`config.mk`:
```
export PLATFORM = sky130hd
export DESIGN_NAME = npc_ctrl
export DESIGN_NICKNAME = d
export VERILOG_FILES = /design/src/rtl/npc_ctrl.sv
export SDC_FILE = /design/constraint.sdc
export NUM_CORES = 1
export LEC_CHECK = 0
export ABC_AREA = 1
export CAP_MARGIN = 25
export CORE_MARGIN = 10
export CORE_UTILIZATION = 40
export DETAILED_ROUTE_END_ITERATION = 10
export GPL_TIMING_DRIVEN = 0
export PLACE_DENSITY = 0.8
export SYNTH_ARGS = -nofsm -noshare
export SYNTH_HDL_FRONTEND = slang
export SYNTH_SLANG_ARGS = --single-unit
export TNS_END_PERCENT = 100
```
`constraint.sdc`:
```
create_clock -name clk -period 4.3 [get_ports clk]
set_clock_uncertainty 0.2 [all_clocks]
set_input_delay 1.075 -clock clk [delete_from_list [all_inputs] [get_ports clk]]
set_output_delay 1.075 -clock clk [all_outputs]
set_load 0.01 [all_outputs]
```
`src/rtl/npc_ctrl.sv`:
```
// Next-PC generator and PC/EPC write controller for the single-issue MIPS core.
// It freezes the PC while a multi-cycle MDU operation runs and defers interrupts that arrive during that freeze.
module npc_ctrl #(
    parameter int unsigned MDU_CYCLES = 32,
    parameter logic [31:0] EXC_VEC    = 32'h0040_0004
) (
    input  logic        clk,
    input  logic        rst,
    input  logic [31:0] pc_in,
    input  logic [2:0]  pc_sel,
    input  logic        br_taken,
    input  logic [15:0] imm16,
    input  logic [25:0] target26,
    input  logic [31:0] rs_data,
    input  logic [31:0] epc_in,
    input  logic        exc_req,
    input  logic        int_req,
    input  logic        int_en,
    input  logic        mdu_start,
    input  logic        hold_in,
    output logic        pc_we,
    output logic [31:0] pc_next,
    output logic        epc_we,
    output logic [31:0] epc_val,
    output logic        stall,
    output logic        fsm_state
);

    localparam logic [0:0] RUN  = 1'b0;
    localparam logic [0:0] WAIT = 1'b1;
    localparam logic [31:0] TEXT_BASE = 32'h0040_0000;

    logic [0:0]  state;
    logic [5:0]  cnt;
    logic        int_pend;
    logic [31:0] saved_pc4;

    logic [31:0] pc4;
    logic [31:0] br_off;
    logic [31:0] norm_target;
    logic [31:0] target;
    logic [31:0] epc_raw;
    logic        we_raw;
    logic        epc_we_raw;
    logic        int_take_run;
    logic        mdu_issue;
    logic        wait_done;
    logic        service;
    logic        pend_set;

    always_comb begin
        pc4    = pc_in + 32'd4;
        br_off = {{14{imm16[15]}}, imm16, 2'b00};
        case (pc_sel)
            3'd1:    norm_target = br_taken ? (pc4 + br_off) : pc4;
            3'd2:    norm_target = {pc4[31:28], target26, 2'b00};
            3'd3:    norm_target = {rs_data[31:2], 2'b00};
            3'd4:    norm_target = epc_in;
            default: norm_target = pc4;
        endcase
    end

    assign int_take_run = int_en & (int_req | int_pend) & ~mdu_start;
    assign mdu_issue    = mdu_start & ~exc_req;
    assign wait_done    = (state == WAIT) && (cnt == 6'd0) && !hold_in;

    // Decision logic; a held cycle never writes the PC or EPC and services nothing.
    always_comb begin
        target     = 32'd0;
        epc_raw    = 32'd0;
        we_raw     = 1'b0;
        epc_we_raw = 1'b0;
        service    = 1'b0;
        stall      = 1'b0;
        if (state == RUN) begin
            we_raw = ~hold_in & ~mdu_issue;
            if (int_take_run) begin
                target     = EXC_VEC;
                epc_raw    = norm_target;
                epc_we_raw = ~hold_in;
                service    = ~hold_in;
            end else if (exc_req) begin
                target     = EXC_VEC;
                epc_raw    = pc_in;
                epc_we_raw = ~hold_in;
            end else begin
                target = norm_target;
            end
        end else begin
            stall  = ~rst;
            target = saved_pc4;
            if (wait_done) begin
                we_raw = 1'b1;
                if (int_pend && int_en) begin
                    target     = EXC_VEC;
                    epc_raw    = saved_pc4;
                    epc_we_raw = 1'b1;
                    service    = 1'b1;
                end
            end
        end
    end

    assign pc_we     = rst ? 1'b0 : we_raw;
    assign epc_we    = rst ? 1'b0 : epc_we_raw;
    assign epc_val   = rst ? 32'd0 : epc_raw;
    assign pc_next   = rst ? 32'd0 : (target | TEXT_BASE);
    assign fsm_state = state;

    assign pend_set = int_req & ((state == WAIT) | mdu_issue | hold_in);

    always_ff @(posedge clk or posedge rst) begin
        if (rst) begin
            state     <= RUN;
            cnt       <= 6'd0;
            int_pend  <= 1'b0;
            saved_pc4 <= 32'd0;
        end else begin
            if (service) begin
                int_pend <= 1'b0;
            end else if (pend_set) begin
                int_pend <= 1'b1;
            end
            if (state == RUN) begin
                if (mdu_issue && !hold_in) begin
                    state     <= WAIT;
                    cnt       <= 6'(MDU_CYCLES - 1);
                    saved_pc4 <= pc4;
                end
            end else if (!hold_in) begin
                if (cnt == 6'd0) begin
                    state <= RUN;
                end else begin
                    cnt <= cnt - 6'd1;
                end
            end
        end
    end

endmodule

```
After elaboration in Yosys (flattened, before gate mapping). Index checks and enable logic that the tools add are counted.

Register bits: 40. Input port bits: 149. Output and inout bits: 68. Logic and storage cells: 73.

Add/sub/neg operators: 3. Equal/unequal tests: 6. Multiplexer cells: 36. Bitwise logic cells: 14. Reduce and logical (&&, ||, !) cells: 10.

Operator list (count): 2-to-1 mux 32 bit (13); one-hot mux 32 bit (4 select lines) (1); adder 32 x 3 -> 32 bit (second input constant) (1); adder 32 bit (1); 2-to-1 mux 6 bit (4); 2-to-1 mux 1 bit (18); equality test 3 x 2 -> 1 bit (second input constant) (2); logical NOT 6 bit (1); NOT 1 bit (6); subtractor 6 x 1 -> 6 bit (second input constant) (1); bitwise AND 1 bit (5); logical AND 1 bit (4); != test 2 bit (second input constant) (2); nonzero test 2 bit (2); equality test 3 x 1 -> 1 bit (second input constant) (1); equality test 3 bit (second input constant) (1); OR 1 bit (3); AND reduction 3 bit (1); AND reduction 2 bit (1); logical NOT 1 bit (1).

Logic depth before layout (Yosys ltp).
Word-level depth: 8. Gate-level depth with buffers: 25. Depth with buffers taken out: 25.

Worst setup path after synthesis. No wires, ideal clock.

Kind: in2out. Start point: input pc_in[2]. End point: output pc_next[29]. Data arrival time: 3352 ps. Required time: 3025 ps. Setup slack: -327 ps. Cell stages on the path: 20. Buffers on the path: 0. Cell sequence: ha_1 -> inv_1 -> nor2_2 -> nand2_1 -> nor2_2 -> nand3_1 -> xor2_1 -> inv_1 -> ha_1 -> a21oi_1 -> nor2_1 -> nor2_1 -> nand2_1 -> a21oi_1 -> nand3_1 -> nand3_1 -> nand2_1 -> nand2_1 -> nand3_1 -> a21oi_1.

Longest elaborated chain between the ends: 8.

Ends and longest elaborated chain: start: declaration (RTL line 9) `input logic [31:0] pc_in,`; adder 32 x 3 -> 32 bit (RTL line 52) `pc4 = pc_in + 32'd4;`; via pc4[26] (RTL line 38) `logic [31:0] pc4;`; adder 32 bit (RTL line 55) `3'd1: norm_target = br_taken ? (pc4 + br_off) : pc4;`; 2-to-1 mux 32 bit (RTL line 55); one-hot mux 32 bit (4 select lines) (RTL line 54) `case (pc_sel)`; 2-to-1 mux 32 bit (RTL line 82) `end else if (exc_req) begin`; 2-to-1 mux 32 bit (RTL line 77) `if (int_take_run) begin`; 2-to-1 mux 32 bit (RTL line 75) `if (state == RUN) begin`; 2-to-1 mux 32 bit (RTL line 107) `assign pc_next = rst ? 32'd0 : (target | TEXT_BASE);`; end: declaration (RTL line 22) `output logic [31:0] pc_next,`.

The timed path passes the listed nets, and every way through them passes these cells.

Final worst setup path.
Start point: input pc_in[5]. End point: output epc_val[22].

Longest elaborated chain between the ends: 7.

Ends and longest elaborated chain: adder 32 x 3 -> 32 bit (RTL line 52); via pc4[9] (RTL line 38); adder 32 bit (RTL line 55); 2-to-1 mux 32 bit (RTL line 55); one-hot mux 32 bit (4 select lines) (RTL line 54); 2-to-1 mux 32 bit (RTL line 77); 2-to-1 mux 32 bit (RTL line 75); 2-to-1 mux 32 bit (RTL line 106) `assign epc_val = rst ? 32'd0 : epc_raw;`; end: declaration (RTL line 24) `output logic [31:0] epc_val,`.

The timed path passes the listed nets, and every way through them passes these cells.

==> results.yml <==
setup_path:
  crit_required_ns: 3.02
  critPathCaptureType: "primary output"
  cp-start-kind: "primary input"
  critPathMaxFanout: 5
  crit_type: "in2out"
  arrival_ns: 4.05
route:
  via_per_inst: 6.14
  drt_iter0_drc: 1356
  ant_nets: 0
  wire_per_inst_um: 24.5
  post-route-drc-count: 0
  dr.pass1.iters: 9
  wl_um: 45500
  vias: 11400
floorplanning:
  die_x_um: 153
  die_h_um: 153
  fp-row-count: 48
  start_util_pct: 40.8
  core_area_um2: 17400
  dieArea_um2: 23400
  ios: 217
yosys:
  synth_top_cells_by_area: "nand2_1, dfrtp_1, inv_1"
  syn-num-nets: 1460
  yosysTopAreaCellShare_pct: 23.1
  yosysUniqueCellTypes: 50
  syn_inst: 1273
  yosysMostFrequentCell: "nand2_1"
  synth-seq-cells: 40
  synth_seq_area_share_pct: 14.1
  synthFlopType: "dfrtp_1"
  yosysTopAreaCell: "nand2_1"
  async_flop_share_pct: 100
  ys_warn_count: 0
  synth_common_cells: "nand2_1, inv_1, nor2_1"
  avgSynthCellArea_um2: 5.56
  synth-edff-count: 0
  synth_area_um2: 7080
cts:
  clk_pin_slew_ns: 0.06
  cts_buffer_depth: 2
  holdBufCountCts: 0
  root_buffer: "clkbuf_16"
  cts_buffers: 5
  insertion_delay_ns: 0.29
  cts_num_sinks: 40
  htreeDepth: 2
  cts_tree: "built"
run_status:
  violations: "negative setup slack"
  outcome: "finished, violations left"
grt:
  grt_first_pass_wirelength_um: 61800
  grt_pass1_vias: 11100
  met1_usage_pct: 37.5
  grt_max_degree: 26
  overflow: 0
  antenna_found_initial: 1
  met3_usage_pct: 8.42
  gr-max-usage-layer: "met2"
  grtUsageMet2_pct: 52.4
  grt_usage_pct: 32.9
timing:
  tightest_slew_ns: 0.859
  fin_crit_sh_pct: 124
  finalHoldViolCount: 0
  period_needed_ns: 5.33
  hold_slack_ns: 0.308
  setup_violations: 58
  rsz0062_at_grt: "true"
  fmax_mhz: 188
  timing.final.ws_setup_ns: -1.03
  slew_viol_final: 0
  relSlewSlack_pct: 42.7
  setup_tns_ns: -42.10
placement:
  gp_congestion: 1.02
  place_ws_ns: -2.14
  hpwlAfterDp_um: 28800
  port_buffers: 213
run:
  max-cap-violations: 0
power_and_ir_drop:
  vdd_drop_max_mv: 0.209
  switching_share_pct: 51.2
  power_mw: 3.73
  power_density_nw_per_um2: 278
  p_sw_mw: 1.91
  power_frac_comb_pct: 70.8
  leakagePower_nw: 6.30
  clkPwrFrac_pct: 10.3
  p_seq_share_pct: 18.8
  internal-power_mw: 1.82
final_layout:
  final_nets: 1821
  synthToLayoutAreaGrowth_pct: 88.9
  drive_above_1_share_pct: 46.9
min_path:
  hold_class: "reg2reg"
-- sequential cells by signal (all words and copies together), names as in the netlist --
register,flops
cnt,6
int_pend,1
fsm_state,1
saved_pc4,32
-- path summary, 6_finish.rpt --
kind                       depth (start not counted)  startpoint  slack, ns            end
setup / recovery                                  23    pc_in[5]      -1.03    epc_val[22]
hold / removal                                     2      cnt[4]       0.31         cnt[4]
setup reg to reg                                   7   fsm_state       2.05         cnt[1]
hold reg to reg                                    2      cnt[4]       0.31         cnt[4]
max in group asynchronous                          3         rst       2.54  saved_pc4[27]
min in group asynchronous                          2         rst       0.92   saved_pc4[0]
-- timing repair --
item / 4_1_cts / 5_1_grt
endpoints found under the setup margin: 65 / 62
pin swaps: 169 / 164
resized for setup: 801 / 213
hold endpoints to repair: 0 / 0
setup buffers: 96 / 47
-- stage by stage --
stage	cell area (um^2)	utilization, %	instances
global placement	9930	57.2	1711
CTS	12300	70.9	1816
detailed placement	9970	57.4	1713
finish	13400	77.1	1860
floorplan	7520	-	1273
global route	13400	77.1	1859
-- power by group through the flow --
stage	logic (mW)	registers [mW]	clock network [mW]
3_3_place_gp	1.94	0.675	0
2_1_floorplan	1.16	0.648	0
6_report	2.64	0.702	0.385
4_1_cts	2.26	0.678	0.381
3_5_place_dp	1.98	0.684	0
5_1_grt	2.78	0.709	0.399
-- logic make-up after synthesis --
family,share of synthesized area [%]
and+or+nand+nor,42.7
xor gates and xnor gates,3.96
buffers and inverters,12.4
adders and majority gates,6.82
AOI/OAI and AO/OA,19.9
DFF,14.1
-- worst max-delay path, stage by stage --
cell and delay [ns]:
buf_8 0.10, nand2_8 0.07, nor2_4 0.15, nand2_4 0.14, nor2_8 0.18, buf_12 0.12, xor2_4 0.26, ha_4 0.26
nand2_2 0.08, nand2_2 0.13, inv_2 0.08, nand2_2 0.10, nand2_2 0.06, nand3b_1 0.15, buf_6 0.14, nand2_2 0.05
a21o_1 0.18, nand3_2 0.09, nand2_1 0.08, nand2_2 0.10, nand2_2 0.08, a21oi_2 0.19, buf_2 0.17
-- layer usage --
layer  part of all wire (%)  vias up  routed length [um]
li1                       -     4879                   -
met1                     35     5217               16100
met2                     43      983               19600
met3                     12      347                5530
met4                    9.5        2                4330
met5                  0.029        -                  13
-- cells in the final DEF (no fill, tap or decap), types with 18 or more instances in the layout --
cell,synthesis,layout
a21oi_1,98,42
a21oi_2,2,50
a221oi_1,19,18
buf_2,7,61
buf_4,2,117
buf_6,1,41
clkdlybuf4s50_1,0,116
dfrtp_1,40,40
ha_4,0,34
inv_1,169,123
inv_2,10,45
nand2_1,435,275
nand2_2,9,121
nand2_4,1,44
nand3_1,84,39
nand3_2,1,37
nor2_1,105,60
nor2_2,9,19
nor2_4,7,42
o21ai_0,55,41
-- cell type report --
class                      instances  area, um^2
multi-input combinational       1005        7800
fill                            1235        3970
timing repair buffer             354        3150
sequential                        40        1000
inverter                         184         736
tap                              225         282
buffer                            44         274
clock buffer                       5         125
clock inverter                     2        12.5
antenna                            1        2.50
No activity file was read; power rests on OpenSTA's default activity.
